$ cat src/rtl/uart_pkg.sv
// Shared definitions for the UART frame sequencer.
//   seq_state_t          sequencer FSM state encoding (2-bit)
//   HEADER_BYTE_DEFAULT  default first byte of every frame
//   frame_len()          header + data bytes + checksum
package uart_pkg;

    typedef enum logic [1:0] {
        IDLE      = 2'd0,
        SEND      = 2'd1,
        WAIT_ACK  = 2'd2,
        WAIT_DONE = 2'd3
    } seq_state_t;

    localparam logic [7:0] HEADER_BYTE_DEFAULT = 8'hA5;

    function automatic int frame_len(input int word_bytes);
        return word_bytes + 2;
    endfunction

endpackage

$ cat src/rtl/uart_frame_sequencer_if.sv
// Handshake bundle between the word source, the sequencer and the UART TX.
//   in_valid/in_data/in_ready   valid/ready word input
//   tx_start/tx_data/tx_busy    byte interface to the UART transmitter
//   frame_busy/frames_sent/ack_err   status
// Modports: master = the sequencer, slave = its environment (source, TX, status reader).
interface uart_frame_sequencer_if #(
    parameter int DATA_W = 32
);
    logic              in_valid;
    logic [DATA_W-1:0] in_data;
    logic              in_ready;
    logic              tx_start;
    logic [7:0]        tx_data;
    logic              tx_busy;
    logic              frame_busy;
    logic [15:0]       frames_sent;
    logic              ack_err;

    modport master (
        input  in_valid, in_data, tx_busy,
        output in_ready, tx_start, tx_data, frame_busy, frames_sent, ack_err
    );

    modport slave (
        output in_valid, in_data, tx_busy,
        input  in_ready, tx_start, tx_data, frame_busy, frames_sent, ack_err
    );
endinterface

$ cat src/rtl/uart_frame_sequencer.sv
// Sequences a shared byte-wide UART transmitter. Each accepted word is sent as
// one frame: HEADER_BYTE, data bytes MSB first, XOR checksum of all previous bytes.
// Ports:
//   clk   system clock, posedge
//   rst   asynchronous active-high reset; aborts any frame in flight
//   bus   uart_frame_sequencer_if.master (word input, TX byte interface, status)
// One word can wait in a hold buffer while a frame is on the wire. Each byte is
// handed to the TX with a one-cycle tx_start pulse; if tx_busy does not rise
// within ACK_TIMEOUT cycles the pulse is repeated and ack_err is latched.
module uart_frame_sequencer
    import uart_pkg::*;
#(
    parameter logic [7:0] HEADER_BYTE = HEADER_BYTE_DEFAULT,
    parameter int         WORD_BYTES  = 4,
    parameter int         ACK_TIMEOUT = 8
) (
    input  logic                   clk,
    input  logic                   rst,
    uart_frame_sequencer_if.master bus
);

    localparam int DATA_W    = 8 * WORD_BYTES;
    localparam int FRAME_LEN = frame_len(WORD_BYTES);
    localparam int IDX_W     = $clog2(FRAME_LEN);
    localparam int CNT_W     = (ACK_TIMEOUT > 1) ? $clog2(ACK_TIMEOUT) : 1;

    localparam logic [IDX_W-1:0] LAST_IDX = IDX_W'(FRAME_LEN - 1);
    localparam logic [CNT_W-1:0] CNT_LAST = CNT_W'(ACK_TIMEOUT - 1);

    seq_state_t        state_q, state_d;
    logic [IDX_W-1:0]  idx_q, idx_d, idx_next;
    logic [CNT_W-1:0]  cnt_q, cnt_d;
    logic              tx_start_q, tx_start_d;
    logic [7:0]        tx_data_q, tx_data_d;
    logic              frame_busy_q, frame_busy_d;
    logic [15:0]       frames_sent_q, frames_sent_d;
    logic              ack_err_q, ack_err_d;

    logic              hold_valid_q;
    logic [DATA_W-1:0] hold_data_q;
    logic              accept;
    logic              load;

    logic [7:0]        frame_q [FRAME_LEN];
    logic [7:0]        frame_d [FRAME_LEN];

    // in_ready is low whenever the buffer is full, so accept and load never coincide.
    assign accept   = bus.in_valid && !hold_valid_q;
    assign idx_next = idx_q + 1'b1;

    // Frame image built straight from the hold buffer, captured on load.
    always_comb begin
        logic [7:0] sum;
        sum        = HEADER_BYTE;
        frame_d[0] = HEADER_BYTE;
        for (int i = 0; i < WORD_BYTES; i++) begin
            frame_d[i+1] = hold_data_q[DATA_W-1-8*i -: 8];
            sum          = sum ^ hold_data_q[DATA_W-1-8*i -: 8];
        end
        frame_d[FRAME_LEN-1] = sum;
    end

    // NOTE: every signal written here gets a default first, so no path can leave
    // one unassigned and infer a latch.
    always_comb begin
        state_d       = state_q;
        idx_d         = idx_q;
        cnt_d         = cnt_q;
        tx_start_d    = 1'b0;
        tx_data_d     = tx_data_q;
        frame_busy_d  = frame_busy_q;
        frames_sent_d = frames_sent_q;
        ack_err_d     = ack_err_q;
        load          = 1'b0;

        case (state_q)
            IDLE: begin
                // A TX left shifting by a mid-frame reset must drain before we start.
                if (hold_valid_q && !bus.tx_busy) begin
                    load         = 1'b1;
                    idx_d        = '0;
                    tx_data_d    = HEADER_BYTE;
                    tx_start_d   = 1'b1;
                    frame_busy_d = 1'b1;
                    state_d      = SEND;
                end
            end
            SEND: begin
                cnt_d   = '0;
                state_d = WAIT_ACK;
            end
            WAIT_ACK: begin
                // tx_busy is tested first so it wins over a coincident timeout.
                if (bus.tx_busy) begin
                    state_d = WAIT_DONE;
                end else if (cnt_q == CNT_LAST) begin
                    ack_err_d  = 1'b1;
                    tx_start_d = 1'b1;
                    state_d    = SEND;
                end else begin
                    cnt_d = cnt_q + 1'b1;
                end
            end
            WAIT_DONE: begin
                if (!bus.tx_busy) begin
                    if (idx_q == LAST_IDX) begin
                        frame_busy_d  = 1'b0;
                        frames_sent_d = frames_sent_q + 16'd1;
                        state_d       = IDLE;
                    end else begin
                        idx_d      = idx_next;
                        tx_data_d  = frame_q[idx_next];
                        tx_start_d = 1'b1;
                        state_d    = SEND;
                    end
                end
            end
            default: state_d = IDLE;
        endcase
    end

    // NOTE: sequential state uses non-blocking assignments so every register
    // samples the pre-edge values regardless of statement order.
    always_ff @(posedge clk or posedge rst) begin
        if (rst) begin
            state_q       <= IDLE;
            idx_q         <= '0;
            cnt_q         <= '0;
            tx_start_q    <= 1'b0;
            tx_data_q     <= 8'h00;
            frame_busy_q  <= 1'b0;
            frames_sent_q <= 16'h0000;
            ack_err_q     <= 1'b0;
            hold_valid_q  <= 1'b0;
        end else begin
            state_q       <= state_d;
            idx_q         <= idx_d;
            cnt_q         <= cnt_d;
            tx_start_q    <= tx_start_d;
            tx_data_q     <= tx_data_d;
            frame_busy_q  <= frame_busy_d;
            frames_sent_q <= frames_sent_d;
            ack_err_q     <= ack_err_d;
            if (accept) begin
                hold_valid_q <= 1'b1;
            end else if (load) begin
                hold_valid_q <= 1'b0;
            end
        end
    end

    // NOTE: data storage is deliberately not reset; its contents only matter
    // while hold_valid_q / the FSM says they are valid, and skipping the reset
    // keeps these as plain enable flops.
    always_ff @(posedge clk) begin
        if (accept) begin
            hold_data_q <= bus.in_data;
        end
        if (load) begin
            frame_q <= frame_d;
        end
    end

    assign bus.in_ready    = ~hold_valid_q;
    assign bus.tx_start    = tx_start_q;
    assign bus.tx_data     = tx_data_q;
    assign bus.frame_busy  = frame_busy_q;
    assign bus.frames_sent = frames_sent_q;
    assign bus.ack_err     = ack_err_q;

endmodule

$ cat src/flat_wrapper.sv
// flat-port wrapper written by rule: the top's interface ports become plain ports
module uart_frame_sequencer_flat import uart_pkg::*;
#(
    parameter logic [7:0] HEADER_BYTE = HEADER_BYTE_DEFAULT,
    parameter int         WORD_BYTES  = 4,
    parameter int         ACK_TIMEOUT = 8
)
  (clk, rst, bus_in_valid, bus_in_data, bus_tx_busy, bus_in_ready, bus_tx_start, bus_tx_data, bus_frame_busy, bus_frames_sent, bus_ack_err);
  uart_frame_sequencer_if #(.DATA_W((8 * WORD_BYTES))) bus_i ();
  input  logic clk;
  input  logic rst;
  input wire logic [$bits(bus_i.in_valid)-1:0] bus_in_valid;
  input wire logic [$bits(bus_i.in_data)-1:0] bus_in_data;
  input wire logic [$bits(bus_i.tx_busy)-1:0] bus_tx_busy;
  output wire logic [$bits(bus_i.in_ready)-1:0] bus_in_ready;
  output wire logic [$bits(bus_i.tx_start)-1:0] bus_tx_start;
  output wire logic [$bits(bus_i.tx_data)-1:0] bus_tx_data;
  output wire logic [$bits(bus_i.frame_busy)-1:0] bus_frame_busy;
  output wire logic [$bits(bus_i.frames_sent)-1:0] bus_frames_sent;
  output wire logic [$bits(bus_i.ack_err)-1:0] bus_ack_err;
  assign bus_i.in_valid = bus_in_valid;
  assign bus_i.in_data = bus_in_data;
  assign bus_i.tx_busy = bus_tx_busy;
  assign bus_in_ready = bus_i.in_ready;
  assign bus_tx_start = bus_i.tx_start;
  assign bus_tx_data = bus_i.tx_data;
  assign bus_frame_busy = bus_i.frame_busy;
  assign bus_frames_sent = bus_i.frames_sent;
  assign bus_ack_err = bus_i.ack_err;
  uart_frame_sequencer #(.HEADER_BYTE(HEADER_BYTE), .WORD_BYTES(WORD_BYTES), .ACK_TIMEOUT(ACK_TIMEOUT)) u_core (.clk(clk), .rst(rst), .bus(bus_i));
endmodule
$ cat config.mk
export PLATFORM = sky130hd
export DESIGN_NAME = uart_frame_sequencer_flat
export DESIGN_NICKNAME = d
export VERILOG_FILES = /design/src/rtl/uart_pkg.sv /design/src/rtl/uart_frame_sequencer_if.sv /design/src/rtl/uart_frame_sequencer.sv /design/src/flat_wrapper.sv
export SDC_FILE = /design/constraint.sdc
export NUM_CORES = 1
export LEC_CHECK = 0
export CAP_MARGIN = 20
export CORE_MARGIN = 5
export CORE_UTILIZATION = 40
export DETAILED_ROUTE_END_ITERATION = 12
export PLACE_DENSITY = 0.62
export SETUP_SLACK_MARGIN = 0.3
export SLEW_MARGIN = 20
export SYNTH_ARGS = -nofsm -noshare
export SYNTH_HDL_FRONTEND = slang
export SYNTH_SLANG_ARGS = --single-unit
$ cat constraint.sdc
create_clock -name clk -period 8.9 [get_ports clk]
set_input_delay 1.78 -clock clk [delete_from_list [all_inputs] [get_ports clk]]
set_output_delay 1.78 -clock clk [all_outputs]
set_load 0.02 [all_outputs]
==> results.toml, run 1 <==
[placement]
dp_slack_ns = 5.30
place_congestion = 0.726
dp_hpwl_mm = 5.11
port_buffers = 63
post-place-cells = 491
dpl_cell_area_um2 = 5230

[grt]
grt_start_max_net_pins = 43
grt_pass1_vias = 2412
grt_pass1_wl_mm = 12.1
antenna_found_initial = 0
grt_use_total = 0.115
grt_overflow = 0

[floorplan]
dieWidth_um = 115
coreArea_um2 = 10800
initial_core_util = 0.409
rows = 38
dieArea_um2 = 13300
ios = 64
fp.dieH_um = 115

[synth]
ys_async_sr_fraction = 0.333
ys_types = 44
avgSynthCellArea_um2 = 15.0
netlist_area_um2 = 4440
yosysWarningCount = 0
synth_edf_count = 72
yosysTopAreaCellShare = 0.487
yosysTopAreaCell = "edfxtp_1"
synthesis.nets = 336
netlist_top_cells_area = "edfxtp_1 49%, dfrtp_1 20%, xnor2_1 6.3%"
synth_seq_area_share = 0.691
synth_cells = 295
synth-seq-cells = 108
synth.most_common_cell = "edfxtp_1"
synthTopCellsByCount = "72 x edfxtp_1, 36 x dfrtp_1, 32 x xnor2_1"
synthFlopType = "edfxtp_1"

[run]
drv_cap = 0

[route]
num_vias = 2407
first_pass_iters = 4
wire_per_inst_um = 14.6
vias_per_cell = 4.75
ant_nets = 0
routed_wl_mm = 7.38
drt_iter0_drc = 57
drc_errors = 0

[clocking]
clockRootBuffer = "clkbuf_8"
htreeDepth = 3
clkLatencyLatePin_ns = 0.35
clk_pin_slew_worst_paths_ns = 0.10
post_cts_buffers = 0
cts_resized = 0
clock_path_buffers = 2
ctsHoldBuffers = 0
cts_tree = "yes"
cts.sinks = 108
cts_buffers = 9

[setup_path]
worst-path-max-fanout = 4
critical_path_class = "reg -> out"
endpoint_kind = "output port"
required_ns = 7.12
crit_path_start_kind = "flip-flop"
arrival_ns = 1.56

[layout]
seqCellArea_um2 = 3060
layout-drive-gt1-share = 0.0954
nNetsFinal = 403
area_growth_pct = 22.3
fin_area_um2 = 5420
final_cell_count_no_fill = 507
fillCellCount = 949
multi_input_area_um2 = 1310
num_antenna_cells = 0

[timing]
drv_slew = 0
finalHoldViolCount = 0
worst_slack_ns = 5.56
min_period_over_period = 0.375
rsz0062_at_grt = "false"
relSlewSlack = 0.376
setup_viol = 0
tightest_slew_ns = 0.937
fin_tns_setup_ns = 0
finalClockSkew_ns = 0.00900
finalCriticalPeriod_ns = 3.34
fmax_ghz = 0.299

[hold_path]
hold_class = "reg -> reg"

[power]
p_per_area_nw_per_um2 = 264
p_leak_nw = 1.95
total_power_mw = 1.43
vdd_drop_max_v = 0.000109

[outcome]
outcome = "completed"
[per-layer routing]
metal	wire length (µm)	up-vias	GRT usage
met5	0	-	0
met4	68	0	0.0399
met3	367	5	0.0242
met2	3380	54	0.182
met1	3570	1129	0.160
li1	-	1219	-
[critical path: stages, from the launching register on]
cell,delay (ns)
dfrtp_1,0.42
inv_1,0.15
clkdlybuf4s50_1,0.63
[cell usage in the layout, fill, tap and decap left out, types with 7 or more instances in the layout]
| cell type | count |
|---|---|
| nor2_1 | 12 |
| xor2_1 | 7 |
| clkdlybuf4s50_1 | 63 |
| inv_1 | 7 |
| clkbuf_8 | 9 |
| mux2i_1 | 13 |
| a21oi_1 | 7 |
| xnor2_1 | 32 |
| nand2_1 | 8 |
| edfxtp_1 | 72 |
| o21ai_0 | 14 |
| nand3_1 | 9 |
| dfrtp_1 | 36 |
[path summary, 6_finish.rpt]
check                                                  from                                     to  slack [ns]  cells past startpoint
min reg2reg                u_core.hold_data_q[31]$_DFFE_PP_           u_core.frame_q[39]$_DFFE_PP_        0.48                      0
max reg2reg                     u_core.idx_q[0]$_DFFE_PP0P_      u_core.bus.tx_data[7]$_DFFE_PP0P_        6.34                      5
min in group asynchronous                               rst            u_core.cnt_q[1]$_DFFE_PP0P_        1.83                      3
max                         u_core.hold_valid_q$_DFFE_PP0P_                           bus_in_ready        5.56                      2
max in group asynchronous                               rst  u_core.bus.frames_sent[8]$_DFFE_PP0P_        6.73                      3
min                        u_core.hold_data_q[31]$_DFFE_PP_           u_core.frame_q[39]$_DFFE_PP_        0.48                      0
[registers in the layout (all words and copies together) (netlist names)]
register                count
u_core.bus.ack_err          1
u_core.bus.frame_busy       1
u_core.bus.frames_sent     16
u_core.bus.tx_data          8
u_core.bus.tx_start         1
u_core.cnt_q                3
u_core.frame_q             40
u_core.hold_data_q         32
u_core.hold_valid_q         1
u_core.idx_q                3
u_core.state_q              2
[report_power, final]
group	leakage, nW	switching [mW]	internal [mW]	total [mW]
Combinational	0.747	0.218	0.198	0.416
Sequential	1.11	0.0903	0.630	0.721
Clock	0.0899	0.162	0.131	0.293
Total	1.95	0.471	0.960	1.43
[logic make-up (layout without fill, tap and decap cells)]
logic type               after synthesis  count (layout)  synth area share
multiplexers                          18              18            0.0420
XOR/XNOR                              40              40            0.0807
flip-flops                           108             108             0.691
adder cells (fa/ha/maj)                5               5            0.0141
AND/OR/NAND/NOR                       58              58            0.0855
buffers and inverters                 17              89            0.0172
AO/OA/AOI/OAI                         49              49            0.0700
[layout make-up]
| type | instances | area share |
|---|---|---|
| inverter | 7 | 0.00485 |
| multi-input combinational | 170 | 0.241 |
| clock buffer | 9 | 0.0228 |
| sequential | 108 | 0.565 |
| timing repair buffer | 66 | 0.120 |
| clock inverter | 7 | 0.0136 |
| tap | 140 | 0.0323 |
[metrics by stage]
step | utilization | hold WS (ns)
2_1_floorplan | - | 0.447
3_3_place_gp | 0.482 | 0.456
6_report | 0.500 | 0.480
5_1_grt | 0.500 | 0.490
4_1_cts | 0.500 | 0.484
3_5_place_dp | 0.482 | 0.460
(Power assumes the default switching activity.)
==> run 2: changes to the inputs <==
PLACE_DENSITY = 0.64   (was 0.62)
clock period = 2.69 ns   (was 8.9 ns; I/O delays follow)
==> results.toml, run 2 (synthesis results as in run 1) <==
[timing]
min_period_over_period = 0.798
tightest_slew_ns = 0.652
drv_slew = 0
hold-worst-slack_ns = 0.479
worst_slack_ns = 0.545
finalHoldViolCount = 0
relSlewSlack = 0.565
fin_tns_setup_ns = 0
finalCriticalPeriod_ns = 2.15
finalClockSkew_ns = 0.00989
setup_viol = 0
rsz0062_at_grt = "false"
fmax_ghz = 0.466

[floorplan]
ios = 64
dieWidth_um = 115
fp.dieH_um = 115
dieArea_um2 = 13300
initial_core_util = 0.409
coreArea_um2 = 10800
rows = 38

[power]
power_frac_seq = 0.490
vdd_drop_max_v = 0.000357
p_per_area_nw_per_um2 = 870
p_leak_nw = 1.97
clockPowerShare = 0.204
share_comb_of_total_power = 0.306
power.switching_mw = 1.62
internal_power_mw = 3.12
swShare = 0.342

[layout]
layout-drive-gt1-share = 0.103
largest_register_ff_count = 40
final_cell_mix = "72 x edfxtp_1, 63 x clkdlybuf4s50_1, 36 x dfrtp_1"
nNetsFinal = 405
fillCellCount = 978
fin_area_um2 = 5450
num_antenna_cells = 0
final_common_cell = "edfxtp_1"
final_util = 0.503
area_growth_pct = 22.8
top_register = "u_core.frame_q"

[setup_path]
endpoint_kind = "output port"
arrival_ns = 1.61
worst-path-max-fanout = 4
required_ns = 2.15
critical_path_class = "reg -> out"
crit_path_start_kind = "flip-flop"

[grt]
grt_overflow = 0
grt_use_total = 0.121
grt_pass1_wl_mm = 12.6
antenna_found_initial = 0
grt_pass1_vias = 2590
grt_start_max_net_pins = 43

[clocking]
post_cts_buffers = 0
clkLatencyLatePin_ns = 0.37
cts.sinks = 108
clk_pin_slew_worst_paths_ns = 0.11
clock_path_buffers = 2
ctsHoldBuffers = 0
clockRootBuffer = "clkbuf_8"
cts_buffers = 9
cts_resized = 0
htreeDepth = 3
cts_tree = "yes"

[outcome]
outcome = "completed"

[route]
first_pass_iters = 4
ant_nets = 0
routed_wl_mm = 7.49
vias_per_cell = 4.87
wire_per_inst_um = 14.7
drt_iter0_drc = 117
drc_errors = 0
num_vias = 2479

[placement]
dp_slack_ns = 0.434
place_congestion = 0.746
dpl_cell_area_um2 = 5250
dp_hpwl_mm = 5.28
port_buffers = 63

[hold_path]
hold_class = "reg -> reg"

[run]
drv_cap = 0
[run 2: cell types whose count changed in the layout (fill, tap and decap cells not counted), sizes merged]
cell      before  now
bufinv         1    0
buf            3    5
inv            9   12
clkinvlp       3    1
[run 2: area by class of cell]
| cell class | instances | area (µm²) | share of cell area |
|---|---|---|---|
| Multi-Input combinational cell | 170 | 1310 | 0.240 |
| Sequential cell | 108 | 3060 | 0.562 |
| Inverter | 7 | 26.3 | 0.00482 |
| Timing Repair Buffer | 68 | 681 | 0.125 |
| Tap cell | 140 | 175 | 0.0321 |
| Clock inverter | 7 | 72.6 | 0.0133 |
| Clock buffer | 9 | 124 | 0.0227 |
[run 2: path summary, 6_finish.rpt]
| kind | end | slack (ns) | startpoint | cells after the start |
|---|---|---|---|---|
| worst max-delay path | bus_in_ready | 0.54 | u_core.hold_valid_q$_DFFE_PP0P_ | 2 |
| worst min-delay path | u_core.frame_q[12]$_DFFE_PP_ | 0.48 | u_core.hold_data_q[4]$_DFFE_PP_ | 0 |
| worst max register to register | u_core.bus.tx_data[7]$_DFFE_PP0P_ | 0.64 | u_core.idx_q[1]$_DFFE_PP0P_ | 6 |
| worst min register to register | u_core.frame_q[12]$_DFFE_PP_ | 0.48 | u_core.hold_data_q[4]$_DFFE_PP_ | 0 |
| max in group asynchronous | u_core.bus.tx_data[6]$_DFFE_PP0P_ | 1.78 | rst | 3 |
| min in group asynchronous | u_core.cnt_q[1]$_DFFE_PP0P_ | 0.56 | rst | 3 |
[run 2: per-layer routing]
metal	routed length (µm)	vias up	global-route usage	part of all wire
met3	436	6	0.0332	0.058
met2	3560	58	0.195	0.48
met4	65	0	0.0368	0.0087
met5	0	-	0	0
met1	3430	1195	0.160	0.46
li1	-	1220	-	-
[run 2: power by group through the flow]
stage	Clock, mW	Combinational [mW]	Sequential, mW
6_report	0.968	1.45	2.33
3_3_place_gp	0	1.44	2.36
5_1_grt	1.07	1.62	2.37
3_5_place_dp	0	1.47	2.37
2_1_floorplan	0	1.00	2.35
4_1_cts	1.00	1.48	2.33
[run 2: worst max-delay path, cell delays in order (launching register included)]
cell,delay [ns]
dfrtp_1,0.43
inv_1,0.18
clkdlybuf4s50_1,0.64
[run 2: through the flow]
step                      std cells  total power [mW]
after floorplan                 295              3.35
after global placement          493              3.79
after detailed placement        493              3.84
after CTS                       509              4.81
after global routing            509              5.05
final                           509              4.74
==> run 3: changes to the inputs <==
PLACE_DENSITY = 0.62   (was 0.64)
clock period = 2 ns   (was 2.69 ns; I/O delays follow)
==> results.toml, run 3 (synthesis results as in run 1) <==
[power]
power.switching_mw = 2.21
power_frac_seq = 0.471
vdd_drop_max_v = 0.000574
share_comb_of_total_power = 0.331
swShare = 0.330
clockPowerShare = 0.197
p_leak_nw = 2.13
p_per_area_nw_per_um2 = 1210
internal_power_mw = 4.49

[floorplan]
coreArea_um2 = 10800
dieArea_um2 = 13300
initial_core_util = 0.409
rows = 38
ios = 64
fp.dieH_um = 115
dieWidth_um = 115

[timing]
relSlewSlack = 0.701
min_period_over_period = 0.836
setup_viol = 0
drv_slew = 0
rsz0062_at_grt = "true"
hold-worst-slack_ns = 0.438
fmax_ghz = 0.598
worst_slack_ns = 0.329
finalHoldViolCount = 0
finalCriticalPeriod_ns = 1.67
tightest_slew_ns = 0.448
finalClockSkew_ns = 0.0111

[grt]
grt_pass1_vias = 2599
antenna_found_initial = 0
grt_use_total = 0.118
grt_overflow = 0
grt_start_max_net_pins = 37
grt_pass1_wl_mm = 12.4

[route]
num_vias = 2476
wire_per_inst_um = 14.6
routed_wl_mm = 7.52
ant_nets = 0
vias_per_cell = 4.79
drc_errors = 0
drt_iter0_drc = 56
first_pass_iters = 4

[layout]
largest_register_ff_count = 40
area_growth_pct = 25.2
num_antenna_cells = 0
final_common_cell = "edfxtp_1"
layout-drive-gt1-share = 0.151
final_cell_count_no_fill = 517
final_cell_mix = "72 x edfxtp_1, 35 x clkdlybuf4s50_1, 34 x dfrtp_1"
top_register = "u_core.frame_q"
nNetsFinal = 413

[placement]
port_buffers = 63
dp_hpwl_mm = 5.30
place_congestion = 0.770
dp_slack_ns = 0.0614
post-place-cells = 497

[setup_path]
crit_path_start_kind = "flip-flop"
arrival_ns = 1.92
critical_path_class = "reg -> reg"
worst-path-max-fanout = 6
critical_path.cell_chain = "ha_4 -> mux2_2 -> o22ai_1 -> o21ai_1 -> o22a_1"
cpPeakStageDelay_ns = 0.44
slowest_stage = "dfrtp_1"
endpoint_kind = "flip-flop"
required_ns = 2.25

[hold_path]
hold_class = "in -> async"

[run]
drv_cap = 0

[outcome]
outcome = "completed"

[clocking]
clkLatencyLatePin_ns = 0.36
cts.sinks = 108
clock_path_buffers = 2
clk_pin_slew_worst_paths_ns = 0.10
cts_tree = "yes"
cts_buffers = 9
htreeDepth = 3
clockRootBuffer = "clkbuf_8"
## run 3: layout make-up
type | instances | area, µm²
Clock buffer | 9 | 124
Fill cell | 917 | 5290
Multi-Input combinational cell | 170 | 1370
Sequential cell | 108 | 3070
Inverter | 7 | 26.3
Timing Repair Buffer | 76 | 722
Tap cell | 140 | 175
Clock inverter | 7 | 75.1
## run 3: power groups by stage
stage	Sequential, mW	Combinational (mW)	Clock, mW
global route	3.21	2.42	1.44
global placement	3.17	2.01	0
CTS	3.14	2.13	1.37
detailed placement	3.19	2.04	0
finish	3.16	2.22	1.32
floorplan	3.16	1.38	0
## run 3: metrics by stage
step	power, mW	TNS, ns	area, µm²	util
floorplan	4.54	-19.80	4460	-
global placement	5.18	0	5300	0.488
detailed placement	5.22	0	5300	0.488
CTS	6.64	0	5510	0.508
global route	7.08	0	5560	0.512
finish	6.70	0	5560	0.512
## run 3: worst paths after layout
path | start | endpoint | slack, ns | cells after the start
worst max register to register | u_core.idx_q[0]$_DFFE_PP0P_ | u_core.bus.tx_data[7]$_DFFE_PP0P_ | 0.33 | 5
min in group clk | u_core.bus.frames_sent[15]$_DFFE_PP0P_ | u_core.bus.frames_sent[15]$_DFFE_PP0P_ | 0.47 | 1
max in group asynchronous | rst | u_core.state_q[1]$_DFFE_PP0P_ | 1.20 | 3
worst max-delay path | u_core.idx_q[0]$_DFFE_PP0P_ | u_core.bus.tx_data[7]$_DFFE_PP0P_ | 0.33 | 5
worst min register to register | u_core.bus.frames_sent[15]$_DFFE_PP0P_ | u_core.bus.frames_sent[15]$_DFFE_PP0P_ | 0.47 | 1
worst min-delay path | rst | u_core.bus.ack_err$_DFFE_PP0P_ | 0.44 | 3
## run 3: timing repair
item / in CTS / in global routing
hold buffers: 0 / 0
pin swaps: 1 / 3
buffers inserted: 4 / 0
resized for setup: 34 / 15
endpoints found under the setup margin: 50 / 34
## run 3: layer usage
metal,track usage,vias to the layer above,part of all wire
li1,-,1239,-
met1,0.160,1180,0.47
met2,0.191,52,0.48
met3,0.0242,5,0.045
met4,0.0423,0,0.0082
met5,0,-,0
## run 3: worst max-delay path, delay by kind of cell, from the launching register on
kind | cells | cell delay [ns]
AO/OA/AOI/OAI | 3 | 0.44
adder cells (fa/ha/maj) | 1 | 0.34
flip-flops | 1 | 0.44
multiplexers | 1 | 0.34
